--- config.mk ---
export PLATFORM = sky130hd
export DESIGN_NAME = inst_fetch_resp
export DESIGN_NICKNAME = d
export VERILOG_FILES = /design/src/rtl/inst_fetch_resp.sv
export SDC_FILE = /design/constraint.sdc
export NUM_CORES = 1
export LEC_CHECK = 0
export ABC_AREA = 1
export BUFFER_PORTS_ARGS = -buffer_cell sky130_fd_sc_hd__buf_2
export CAP_MARGIN = 20
export CORE_ASPECT_RATIO = 0.5
export CORE_MARGIN = 2
export CORE_UTILIZATION = 28
export DETAILED_ROUTE_END_ITERATION = 6
export GPL_TIMING_DRIVEN = 0
export SYNTH_ARGS = -nofsm -noshare
export SYNTH_HDL_FRONTEND = slang
export SYNTH_SLANG_ARGS = --single-unit
--- constraint.sdc ---
create_clock -name clk -period 2.27 [get_ports clk]
set_input_delay 0.5675 -clock clk [delete_from_list [all_inputs] [get_ports clk]]
set_output_delay 0.5675 -clock clk [all_outputs]
set_load 0.005 [all_outputs]
--- src/rtl/inst_fetch_resp.sv ---
// rtl/inst_fetch_resp.sv - instruction fetch request/response sequencer for an SRAM-like bus
//
// Issues one fetch at a time on an SRAM-like instruction bus and returns the
// fetched word to the decode stage. It handles flush, decode stall (through a
// one-entry hold buffer) and misaligned fetch addresses.
//
// Ports:
//   clk, rst            clock; synchronous active-high reset
//   pc, ce              fetch address and fetch enable from the PC generator
//   flush, stall        pipeline flush and IF/ID stall
//   pc_read_ready       one-cycle pulse when the fetch address is accepted by the bus
//   mem_req, mem_addr   bus request and address (pc with bits [31:29] cleared)
//   mem_addr_ok         bus accepted the address
//   mem_data_ok         bus returns read data on mem_rdata
//   inst_o, inst_pc_o   fetched instruction and its pc
//   inst_valid_o        one-cycle valid for inst_o/inst_pc_o
//   adel_o              fetch address error (misaligned pc)
module inst_fetch_resp #(
  parameter logic [31:0] NOP_INST = 32'h0000_0000
) (
  input  logic        clk,
  input  logic        rst,
  input  logic [31:0] pc,
  input  logic        ce,
  input  logic        flush,
  input  logic        stall,
  output logic        pc_read_ready,
  output logic        mem_req,
  output logic [31:0] mem_addr,
  input  logic        mem_addr_ok,
  input  logic        mem_data_ok,
  input  logic [31:0] mem_rdata,
  output logic [31:0] inst_o,
  output logic [31:0] inst_pc_o,
  output logic        inst_valid_o,
  output logic        adel_o
);

  typedef enum logic [1:0] {
    IDLE = 2'd0,
    REQ  = 2'd1,
    DATA = 2'd2
  } state_t;

  state_t      state;
  state_t      state_next;
  logic        discard;
  logic        hold_valid;
  logic [31:0] req_pc;
  logic [31:0] hold_inst;
  logic [31:0] hold_pc;

  logic can_fetch;
  logic issue;
  logic misaligned;
  logic data_accept;

  // A fetch may start only from IDLE with nothing parked in the hold buffer.
  assign can_fetch   = (state == IDLE) && ce && !flush && !hold_valid;
  assign issue       = can_fetch && (pc[1:0] == 2'b00);
  assign misaligned  = can_fetch && (pc[1:0] != 2'b00);
  assign data_accept = (state == DATA) && mem_data_ok && !discard;

  always_ff @(posedge clk) begin
    if (rst) begin
      state <= IDLE;
    end else begin
      state <= state_next;
    end
  end

  always_comb begin
    state_next    = state;
    mem_req       = 1'b0;
    mem_addr      = 32'h0000_0000;
    pc_read_ready = 1'b0;
    if (!rst) begin
      case (state)
        IDLE: begin
          if (issue) begin
            mem_req       = 1'b1;
            mem_addr      = {3'b000, pc[28:0]};
            pc_read_ready = mem_addr_ok;
            state_next    = mem_addr_ok ? DATA : REQ;
          end
        end
        REQ: begin
          // Once raised, the request stays up with a frozen address until accepted.
          mem_req  = 1'b1;
          mem_addr = {3'b000, req_pc[28:0]};
          if (mem_addr_ok) begin
            pc_read_ready = !discard && !flush;
            state_next    = DATA;
          end
        end
        DATA: begin
          if (mem_data_ok) begin
            state_next = IDLE;
          end
        end
        default: state_next = IDLE;
      endcase
    end
  end

  always_ff @(posedge clk) begin
    if (rst) begin
      discard      <= 1'b0;
      hold_valid   <= 1'b0;
      req_pc       <= 32'h0000_0000;
      hold_inst    <= NOP_INST;
      hold_pc      <= 32'h0000_0000;
      inst_o       <= NOP_INST;
      inst_pc_o    <= 32'h0000_0000;
      inst_valid_o <= 1'b0;
      adel_o       <= 1'b0;
    end else begin
      inst_valid_o <= 1'b0;
      inst_o       <= NOP_INST;
      adel_o       <= 1'b0;

      if (issue) begin
        req_pc <= pc;
      end

      // The transaction in flight always completes; discard only marks its
      // data as stale and is consumed by the data return.
      if ((state == DATA) && mem_data_ok) begin
        discard <= 1'b0;
      end else if (flush && (state != IDLE)) begin
        discard <= 1'b1;
      end

      if (flush) begin
        hold_valid <= 1'b0;
      end else if (data_accept) begin
        if (stall) begin
          hold_inst  <= mem_rdata;
          hold_pc    <= req_pc;
          hold_valid <= 1'b1;
        end else begin
          inst_o       <= mem_rdata;
          inst_pc_o    <= req_pc;
          inst_valid_o <= 1'b1;
        end
      end else if (hold_valid && !stall) begin
        inst_o       <= hold_inst;
        inst_pc_o    <= hold_pc;
        inst_valid_o <= 1'b1;
        hold_valid   <= 1'b0;
      end else if (misaligned) begin
        inst_o       <= NOP_INST;
        inst_pc_o    <= pc;
        inst_valid_o <= 1'b1;
        adel_o       <= 1'b1;
      end
    end
  end

endmodule
-- Yosys cells after proc, flatten, opt, wreduce, memory -nomap -nowiden
Index checks and enable logic that the tools add are counted.
- flip-flop bits (word level): 166
- output and inout bits: 100
- bits of input ports: 71
- muxes and demuxes: 29
- equality and inequality tests: 7
- bitwise gates (word level): 1
- reduce and logical (&&, ||, !) cells: 27
- operator list (kind ; number):
    32-bit 2-to-1 mux ; 7
    29-bit 2-to-1 mux ; 2
    29-bit case mux with 2 select lines ; 1
    1-bit 2-to-1 mux ; 12
    1-bit logical AND ; 10
    2-bit != test, second input constant ; 5
    3-bit AND reduction ; 3
    2-bit 2-to-1 mux ; 4
    2-bit case mux with 3 select lines ; 1
    2-bit nonzero test ; 3
    1-bit zero test ; 4
    2-bit zero test ; 2
    1-bit case mux with 2 select lines ; 2
    2-bit OR reduction ; 2
    4-bit OR reduction ; 1
    3-bit nonzero test ; 1
    2-bit by 1-bit equality test with 1-bit output, second input constant ; 1
    2-bit equality test, second input constant ; 1
    2-bit AND reduction ; 1
    1-bit inverter ; 1

-- Depth between registers and ports, before layout
Gate-level depths: netlist of the first run.
- word-level depth: 8
- mapped depth: 12
- mapped depth without buffers: 9

-- Worst setup path after synthesis of the first run
No wires, ideal clock.
- kind: input port to output port
- start: input port flush
- end: output port mem_addr[10]
- arrival: 1.396 ns
- setup slack: 0.307 ns
- stages on the path: 6
- path buffers: 1
- required time: 1.702 ns
- cells stage by stage: nor2_1 > nand3_1 > nor2_2 > buf_2 > nand2_1 > a21oi_1
- longest elaborated chain between the ends: 7
- ends and longest elaborated chain (element ; line ; text):
    from (decl) ; 25 ; input logic flush,
    1-bit zero test ; 59 ; assign can_fetch = (state == IDLE) && ce && !flush && !hold_valid;
    1-bit logical AND (2 in series) ; 59 ;
    1-bit logical AND ; 60 ; assign issue = can_fetch && (pc[1:0] == 2'b00);
    29-bit 2-to-1 mux ; 80 ; if (issue) begin
    29-bit case mux with 2 select lines ; 78 ; case (state)
    29-bit 2-to-1 mux ; 77 ; if (!rst) begin
    to (decl) ; 29 ; output logic [31:0] mem_addr,
Every way passes these cells.

-- Worst setup path in the final report of the first run
- start: register state[0]
- end: output port mem_addr[11]
- longest elaborated chain between the ends: 8
- elaborated cells on any way between the ends: 9
- classes of those cells: eq/ne (1); mux (3); reduce/logical (5)
- ends and longest elaborated chain (element ; line ; text):
    from (decl) ; 45 ; state_t state;
    from (signal assigned) ; 68 ; state <= state_next;
    2-bit zero test ; 59, 78 ;
    1-bit logical AND (3 in series) ; 59 ;
    1-bit logical AND ; 60 ;
    29-bit 2-to-1 mux ; 80 ;
    29-bit case mux with 2 select lines (*) ; 78 ;
    29-bit 2-to-1 mux (*) ; 77 ;
Mark *: on every way between the ends. The rest lies on a longest branch, timed or not.

==> results of run 1 <==
[cells in the mapped netlist (5+ instances only)]
master	instances
clkbuf_1	37
buf_6	5
o21ai_0	98
nand2_1	344
buf_4	5
a21oi_1	121
nor2_1	146
dfxtp_1	166
inv_1	80
buf_2	20
[registers in the layout, summed over array words and instances, names as in the netlist]
| signal | flops |
|---|---|
| req_pc | 32 |
| adel_o | 1 |
| inst_pc_o | 32 |
| discard | 1 |
| state | 2 |
| hold_pc | 32 |
| hold_valid | 1 |
| inst_o | 32 |
| inst_valid_o | 1 |
| hold_inst | 32 |
[cells by family (layout without fill, tap and decap cells)]
group                  Yosys count  count (layout)  synth area share
AO/OA/AOI/OAI                  223             223             0.158
other                            1               6          0.000532
buffers and inverters          156             374            0.0948
flip-flops                     166             166             0.471
AND/OR/NAND/NOR                505             505             0.275
[path summary, 6_finish.rpt]
kind / to / cells past startpoint / slack (ns) / startpoint
hold reg to reg: hold_pc[29] / 2 / 0.45 / hold_pc[29]
setup reg to reg: hold_inst[12] / 8 / 0.39 / state[0]
setup / recovery: mem_addr[11] / 9 / -0.11 / state[0]
hold / removal: req_pc[31] / 3 / 0.38 / pc[31]
[metrics by stage]
stage	cell area, um2	total power, uW
final	9440	6240
after floorplan	7060	3290
after global routing	9440	6490
after CTS	9320	6290
after global placement	8310	3490
after detailed placement	8310	3500
[layer usage]
layer	track usage	up-vias	share of wire
met5	0	-	0.00047
met4	0.0636	2	0.014
met3	0.0417	22	0.046
met2	0.313	152	0.50
met1	0.207	3424	0.44
li1	-	3676	-
[final cells by class]
cell class	count	area (um2)
sequential	166	3330
antenna	3	7.51
clock inverter	12	104
fill	2564	14900
inverter	84	315
timing repair buffer	186	1020
tap	336	420
multi-input combinational	731	3370
clock buffer	20	447
buffer	72	425
[worst register-to-register path: cells and delay by family (launching register included)]
family                 cells  cell delay (ns)
and+or+nand+nor            4             0.64
buffers and inverters      3             0.59
DFF                        1             0.35
AOI/OAI and AO/OA          1             0.18
[power breakdown]
| part | leakage (uW) | internal [uW] | switching [uW] |
|---|---|---|---|
| Sequential | 0.00134 | 2960 | 28.0 |
| Clock | 0.000266 | 1530 | 1230 |
| Combinational | 0.00265 | 189 | 304 |
[what timing repair did]
| item | CTS | global route |
|---|---|---|
| pin swaps | 16 | 18 |
| gates resized for setup | 84 | 20 |
| hold endpoints to repair | 0 | 0 |
| setup endpoints to repair | 31 | 31 |
| cloned | 2 | 0 |
| buffers inserted | 14 | 5 |
==> results.toml, run 1 <==
[cells_and_area]
layout_common_cells = "nand2_1 (327), buf_2 (182), dfxtp_1 (163), nor2_1 (142), o21ai_0 (98)"
nets = 1329
final_common_cell = "nand2_1"
final_cells = 1610
drive_gt1_frac = 0.245
syn_to_final_growth_pct = 33.8
fin_util = 0.387

[placement]
port_buffers = 166
dp.final_hpwl_um = 16500
gp_congestion = 0.800
pre_cts_ws_ns = -0.371
placed_cells = 1555

[critical_path]
path_cells = "nor2_4 > nand3_2 > nor2_4 > buf_12 > buf_12 > buf_8 > nand2_1 > a21oi_2 > buf_2"
worstSetupPathType = "reg -> out"
slowest_delay_ns = 0.35
timing.critical_path.buf_inv = 4
crit_slowest_cell = "dfxtp_4"
crit_fanout = 6
crit_family = "buffers and inverters"
crit_arrival_ns = 1.81
start_kind = "register"
critPathRequiredTime_ns = 1.70
crit_path_end_kind = "output port"

[floorplanning]
fp.dieArea_mm2 = 0.0265
die_w_um = 228
dieHeight_um = 116
rows = 40
core-area_mm2 = 0.0244
top_level_ports = 171
start_util = 0.289

[timing]
timing.slew.headroom = 0.597
fin_crit_ns = 2.38
worst_slack_ns = -0.111
rsz0062_at_grt = "true"
slew_viol_final = 0
report.final.hold_viol_count = 0
max_freq_mhz = 420
fin_tns_setup_ns = -1.86
tightestPinTransition_ns = 0.604
fin_crit_sh = 1.05
setup_violations = 27
fin_hold_ws_ns = 0.377
clock_skew_ns = 0.0107

[route]
dr_total_vias = 7276
post_drt_wl_per_cell_um = 14.4
detail_route.first_pass.iterations = 5
drt_iter0_markers = 447
ant_nets = 0
vias_per_cell = 4.52
drc_errors = 0
wirelength_um = 23200

[outcome]
violations = "negative setup slack"
outcome = "finished, violations left"

[synthesis]
ys_warn_count = 0
ys_seq_elements = 166
synth_area_leaders = "dfxtp_1 (47%), nand2_1 (18%), a21oi_1 (8.6%)"
synth_top_area_cell = "dfxtp_1"
synth_edf_count = 0
async_flop_share = 0
yosysUniqueCellTypes = 23
avgSynthCellArea_um2 = 6.71
synthFlopType = "dfxtp_1"
netlist_area_mm2 = 0.00705
synth-seq-area-share = 0.471
synth_top_area_share = 0.471
synthCells = 1051

[cts]
clock-sinks = 166
cts.htree.levels = 4
cts_buffer_depth = 2
hold_buffers = 0
cts_buffers = 17
clkTransAtPathRegs_ns = 0.07
cts_root_buf = "clkbuf_16"
cts_tree = "yes"
clock_latency_ns = 0.43

[hold_path]
holdCritPathClass = "in -> reg"

[grt]
grt_pass1_wl_um = 36100
grt_pass1_vias = 6979
groute.usage.overall = 0.175
antenna_found_initial = 4
grt_overflow_total = 0
grt_max_degree = 17

[power]
ir_worst_vdd_uv = 493
powerDensity_mw_per_mm2 = 662
p_leak_uw = 0.00426

[job]
maxCapViolations = 0
Power figures use the tool's default switching activity.
==> run 2, diff against run 1 <==
==> constraint.sdc (replaced) <==
create_clock -name clk -period 2.15 [get_ports clk]
set_input_delay 0.5375 -clock clk [delete_from_list [all_inputs] [get_ports clk]]
set_output_delay 0.5375 -clock clk [all_outputs]
set_load 0.005 [all_outputs]
==> run 2 against run 1 <==
The flow still finishes with violations (negative setup slack). Die area unchanged. First-iteration DRC count increased by 0.67%. Design area increased by 0.24%. Routed wire length increased by 0.18%. Register-to-register slack got worse by 0.12 ns. Cell count about the same. Sequential share of layout area decreased by 0.084 points. Core utilization increased by 0.092 points. Critical path depth unchanged. Clock power increased by 5%. Worst setup slack got worse by 0.090 ns. Total power increased by 5.5%. Critical path type unchanged. Largest power group unchanged.
==> results.toml, run 2 (synthesized netlist as in run 1, its figures left out) <==
[placement]
port_buffers = 166
dp.final_hpwl_um = 16500
placed_cells = 1555
gp_congestion = 0.800

[critical_path]
crit_end = "mem_addr[8]"
crit_slowest_cell = "dfxtp_4"
crit_path_end_kind = "output port"
rrSetupSlack_ns = 0.27
timing.critical_path.buf_inv = 4
crit_fanout = 6
r2r_start = "state[0]"
worstRegToRegCells = 8
slowest_delay_ns = 0.35
start_kind = "register"
cp-startpoint = "state[0]"
crit_arrival_ns = 1.81
worstSetupPathType = "reg -> out"
worst-path-stages = 9
path_cells = "nor2_4 > nand3_2 > nor2_4 > buf_12 > buf_12 > buf_8 > nand2_4 > a21oi_4 > buf_2"
critPathRequiredTime_ns = 1.61
crit_family = "buffers and inverters"
r2r-end = "hold_inst[12]"

[route]
dr_total_vias = 7345
ant_nets = 0
detail_route.first_pass.iterations = 5
drc_errors = 0
drt_iter0_markers = 450
wirelength_um = 23200
post_drt_wl_per_cell_um = 14.4
vias_per_cell = 4.56

[floorplanning]
fp.dieArea_mm2 = 0.0265
top_level_ports = 171
rows = 40
core-area_mm2 = 0.0244
dieHeight_um = 116
start_util = 0.289
die_w_um = 228

[cts]
cts_buffers = 17
cts_tree = "yes"
clkTransAtPathRegs_ns = 0.07
clock-sinks = 166
hold_buffers = 0
cts_buffer_depth = 2
cts.htree.levels = 4
clock_latency_ns = 0.43
cts_root_buf = "clkbuf_16"

[timing]
setup_violations = 29
slew_viol_final = 0
fin_crit_sh = 1.09
rsz0062_at_grt = "true"
worst_slack_ns = -0.201
timing.slew.headroom = 0.609
clock_skew_ns = 0.0117
report.final.hold_viol_count = 0
fin_crit_ns = 2.35
tightestPinTransition_ns = 0.586
max_freq_mhz = 425

[outcome]
outcome = "finished, violations left"
violations = "negative setup slack"

[grt]
grt_pass1_vias = 6993
grt_pass1_wl_um = 36000
grt_overflow_total = 0
groute.usage.overall = 0.174
antenna_found_initial = 4
grt_max_degree = 17

[cells_and_area]
layout_common_cells = "nand2_1 (324), buf_2 (182), dfxtp_1 (163), nor2_1 (142), o21ai_0 (98)"
drive_gt1_frac = 0.252
fillers = 2558
syn_to_final_growth_pct = 34.2
final_cells = 1611
nets = 1330
final_common_cell = "nand2_1"

[power]
switching_share = 0.249
share_seq_of_total_power = 0.479
p_leak_uw = 0.00428
ir_worst_vdd_uv = 514
p_comb_frac = 0.080
p_clk_frac = 0.442
power_uw = 6590
powerDensity_mw_per_mm2 = 697
power_switching_uw = 1640
p_int_uw = 4950

[hold_path]
holdCritPathClass = "in -> reg"
hold_depth = 3

[job]
maxCapViolations = 0
-- run 2: changes by cell type in the layout (fill, tap and decap cells not counted), sizes merged --
cell    delta
clkbuf     -1
buf        +2
-- run 2: routing by layer --
metal	GRT usage	share of wire
met1	0.206	0.44
met2	0.313	0.50
met3	0.0420	0.042
met4	0.0636	0.016
met5	0	0.00047
-- run 2: power by group through the flow --
stage	clock network, uW	registers (uW)	logic, uW
floorplan	0	3230	252
global route	3110	3160	588
global placement	0	3220	459
detailed placement	0	3230	466
CTS	2970	3150	517
finish	2910	3150	524
-- run 2: worst min-delay path by stage --
stage	from	to	slack, ns
after floorplan	hold_pc[0]	hold_pc[0]	0.42
after global placement	hold_pc[11]	hold_pc[11]	0.43
after detailed placement	hold_pc[26]	hold_pc[26]	0.44
after CTS	pc[29]	req_pc[29]	0.33
after global routing	mem_rdata[28]	inst_o[28]	0.35
final	pc[31]	req_pc[31]	0.35
-- run 2: timing repair --
action                     4_1_cts  5_1_grt
cloned                           2        0
pin swaps                       18       18
resized for setup               91       23
setup buffers                   16        5
setup endpoints to repair       31       31
-- run 2: worst reg2reg max path: stages, from the launching register on --
cell	delay (ns)
dfxtp_4	0.35
inv_1	0.12
nand3_2	0.11
nor2_4	0.25
nand3_2	0.22
buf_2	0.27
clkbuf_2	0.21
o21ai_0	0.19
nor2_1	0.06
-- run 2: area by class of cell --
type                    instances  area (um2)  area share
multi-input cells             731        3380       0.357
flip-flops and latches        166        3330       0.352
repair buffers                188        1040       0.110
clock buffers                  20         447      0.0472
well taps                     336         420      0.0444
plain buffers                  71         418      0.0442
inverters                      84         315      0.0333
clock inverters                12         104      0.0110
diodes                          3        7.51    0.000794
-- run 2: per-stage QoR --
step,utilization,setup WS (ns),hold WS [ns],cell area [um2],TNS [ns]
floorplan,-,0.247,0.425,7060,0
global placement,0.341,-0.392,0.434,8310,-11.63
detailed placement,0.341,-0.431,0.442,8310,-12.61
CTS,0.384,-0.254,0.330,9350,-5.95
global route,0.388,-0.286,0.351,9460,-6.80
finish,0.388,-0.201,0.350,9460,-4.19
==> run 3, diff against run 2 <==
--- a/config.mk
+++ b/config.mk
@@ -5,7 +5,6 @@
 export SDC_FILE = /design/constraint.sdc
 export NUM_CORES = 1
 export LEC_CHECK = 0
-export ABC_AREA = 1
 export BUFFER_PORTS_ARGS = -buffer_cell sky130_fd_sc_hd__buf_2
 export CAP_MARGIN = 20
 export CORE_ASPECT_RATIO = 0.5
==> run 3 against run 2 <==
Largest cell class unchanged. Clock-buffer cell count rose by 3. Worst setup slack got worse by 0.16 ns. Critical path depth fell by 3. Die area down 0.76%. Critical endpoint is now pc_read_ready. Clock power rose by 3%. Design area increased by 1.1%. The flow still finishes with violations (negative setup slack). Total power up 0.74%. Global-route usage rose by 0.73 points.
==> results.toml, run 3 <==
[grt]
groute.usage.overall = 0.182
grt_overflow_total = 0
antenna_found_initial = 2
grt_pass1_wl_um = 36700
grt_max_degree = 17
grt_pass1_vias = 6794

[cts]
clock_latency_ns = 0.43
clock-sinks = 166
cts_buffer_depth = 2
cts_root_buf = "clkbuf_16"
cts.htree.levels = 4
cts_buffers = 17
cts_tree = "yes"
clkTransAtPathRegs_ns = 0.06

[route]
detail_route.first_pass.iterations = 6
drc_errors = 0
drt_iter0_markers = 554
wirelength_um = 24200
ant_nets = 0
post_drt_wl_per_cell_um = 16.7
vias_per_cell = 4.96
dr_total_vias = 7197

[placement]
gp_congestion = 0.830
dp.final_hpwl_um = 17000
dpl_cell_area_mm2 = 0.00825
port_buffers = 166

[timing]
timing.slew.headroom = 0.548
fin_crit_ns = 2.51
worst_slack_ns = -0.363
max_freq_mhz = 398
fin_crit_sh = 1.17
tightestPinTransition_ns = 0.678
slew_viol_final = 0
fin_tns_setup_ns = -9.33
report.final.hold_viol_count = 0
setup_violations = 29
clock_skew_ns = 0.00980
rsz0062_at_grt = "true"

[critical_path]
start_kind = "register"
r2r-end = "hold_pc[6]"
r2r_start = "state[1]"
worstSetupPathType = "reg -> out"
crit_family = "simple AND/OR/NAND/NOR gates"
rrSetupSlack_ns = 0.13
critPathRequiredTime_ns = 1.61
timing.critical_path.buf_inv = 2
crit_path_end_kind = "output port"
path_cells = "nor4_4 > and3_4 > buf_4 > a21oi_2 > nor4b_2 > buf_2"
slowest_delay_ns = 0.37
crit_slowest_cell = "dfxtp_4"
crit_arrival_ns = 1.98
crit_fanout = 5
worstRegToRegCells = 9

[floorplanning]
fp.dieArea_mm2 = 0.0263
die_w_um = 228
top_level_ports = 171
core-area_mm2 = 0.0243
rows = 40
dieHeight_um = 116
start_util = 0.288

[outcome]
outcome = "finished, violations left"
violations = "negative setup slack"

[synthesis]
avgSynthCellArea_um2 = 7.88
synth-seq-area-share = 0.475
netlist_area_mm2 = 0.00700
synth_area_leaders = "dfxtp_1 (48%), nand2_1 (12%), a21oi_1 (11%)"
yosysUniqueCellTypes = 31
synthFlopType = "dfxtp_1"
ys_warn_count = 0
yosysMostFrequentCell = "nand2_1"
synth_common_cells = "nand2_1 (216), dfxtp_1 (166), a21oi_1 (158)"
async_flop_share = 0
synthCells = 888
synth_top_area_cell = "dfxtp_1"
synth_top_area_share = 0.475
synth_edf_count = 0
ys_seq_elements = 166

[cells_and_area]
drive_gt1_frac = 0.308
syn_to_final_growth_pct = 36.7
fillers = 2453
fin_util = 0.394
final_common_cell = "nand2_1"
nets = 1171
final_design_area_no_fill_mm2 = 0.00956
layout_common_cells = "nand2_1 (189), buf_2 (184), dfxtp_1 (163), a21oi_1 (130), nor2_1 (69)"

[hold_path]
hp-start = "mem_addr_ok"
hold_depth = 2
worstHoldEndpoint = "state[0]"
holdCritPathClass = "in -> reg"

[power]
power_uw = 6640
powerDensity_mw_per_mm2 = 694
p_leak_uw = 0.00399
ir_worst_vdd_uv = 450

[job]
maxCapViolations = 0
[run 3: cell count changes after synthesis, sizes merged, moves of 11 or more]
cell / previous run / this run
nand3: 3 / 33
nand2: 344 / 216
a22oi: 0 / 32
clkbuf: 38 / 49
and3b: 0 / 32
a211oi: 0 / 32
nor2: 149 / 72
a211o: 0 / 32
inv: 84 / 1
a21oi: 121 / 158
o21ai: 102 / 3
[run 3: routing by layer]
metal  track usage  part of all wire
met5             0           0.00045
met2         0.309              0.49
met1         0.224              0.43
met3        0.0449             0.054
met4        0.0706             0.026
[run 3: report_power, final]
part           internal, uW  switching [uW]
Clock                  1740            1260
Combinational           197             296
Sequential             3120            30.7
Total                  5050            1590
[run 3: final cells by class]
cell class                 count  area (um2)  area share
multi-input combinational    634        3640       0.380
sequential                   166        3330       0.349
timing repair buffer         192        1100       0.115
buffer                        88         500      0.0523
clock buffer                  23         458      0.0479
tap                          336         420      0.0440
clock inverter                 8         101      0.0106
antenna                        2        5.00    0.000523
inverter                       1        3.75    0.000393
[run 3: what timing repair did]
action	in CTS	in global routing
resized for setup	98	62
hold buffers	0	0
pin swaps	23	30
cloned	3	0
endpoints found under the setup margin	31	103
setup buffers	13	13
[run 3: worst max-delay path by stage]
stage,from,to,slack [ns],cells past startpoint
3_5_place_dp,rst,mem_addr[13],-0.65,5
6_report,state[0],pc_read_ready,-0.36,6
3_3_place_gp,rst,mem_addr[15],-0.61,5
4_1_cts,hold_valid,mem_addr[13],-0.38,7
2_1_floorplan,flush,mem_addr[10],0.12,6
5_1_grt,state[0],mem_addr[16],-0.44,7
[run 3: worst reg2reg max path, cell delays in order (launching register included)]
cell and delay (ns):
dfxtp_2 0.36, buf_6 0.11, buf_4 0.15, nand4bb_1 0.10
clkbuf_1 0.22, nor3b_1 0.24, clkbuf_4 0.27, buf_2 0.27
nand2_1 0.10, a21oi_1 0.13
[run 3: through the flow]
| stage | hold slack (ns) | setup WS [ns] | cells |
|---|---|---|---|
| 2_1_floorplan | 0.432 | 0.124 | 890 |
| 3_3_place_gp | 0.438 | -0.611 | 1392 |
| 3_5_place_dp | 0.444 | -0.645 | 1392 |
| 4_1_cts | 0.268 | -0.376 | 1438 |
| 5_1_grt | 0.276 | -0.438 | 1449 |
| 6_report | 0.283 | -0.363 | 1450 |
[run 3: kinds of logic (layout without fill, tap and decap cells)]
group	count (synthesis)	count (layout)	synth area share
AOI/OAI and AO/OA	257	257	0.224
buffers and inverters	90	312	0.0594
DFF	166	166	0.475
other	1	5	0.000536
and+or+nand+nor	374	374	0.241
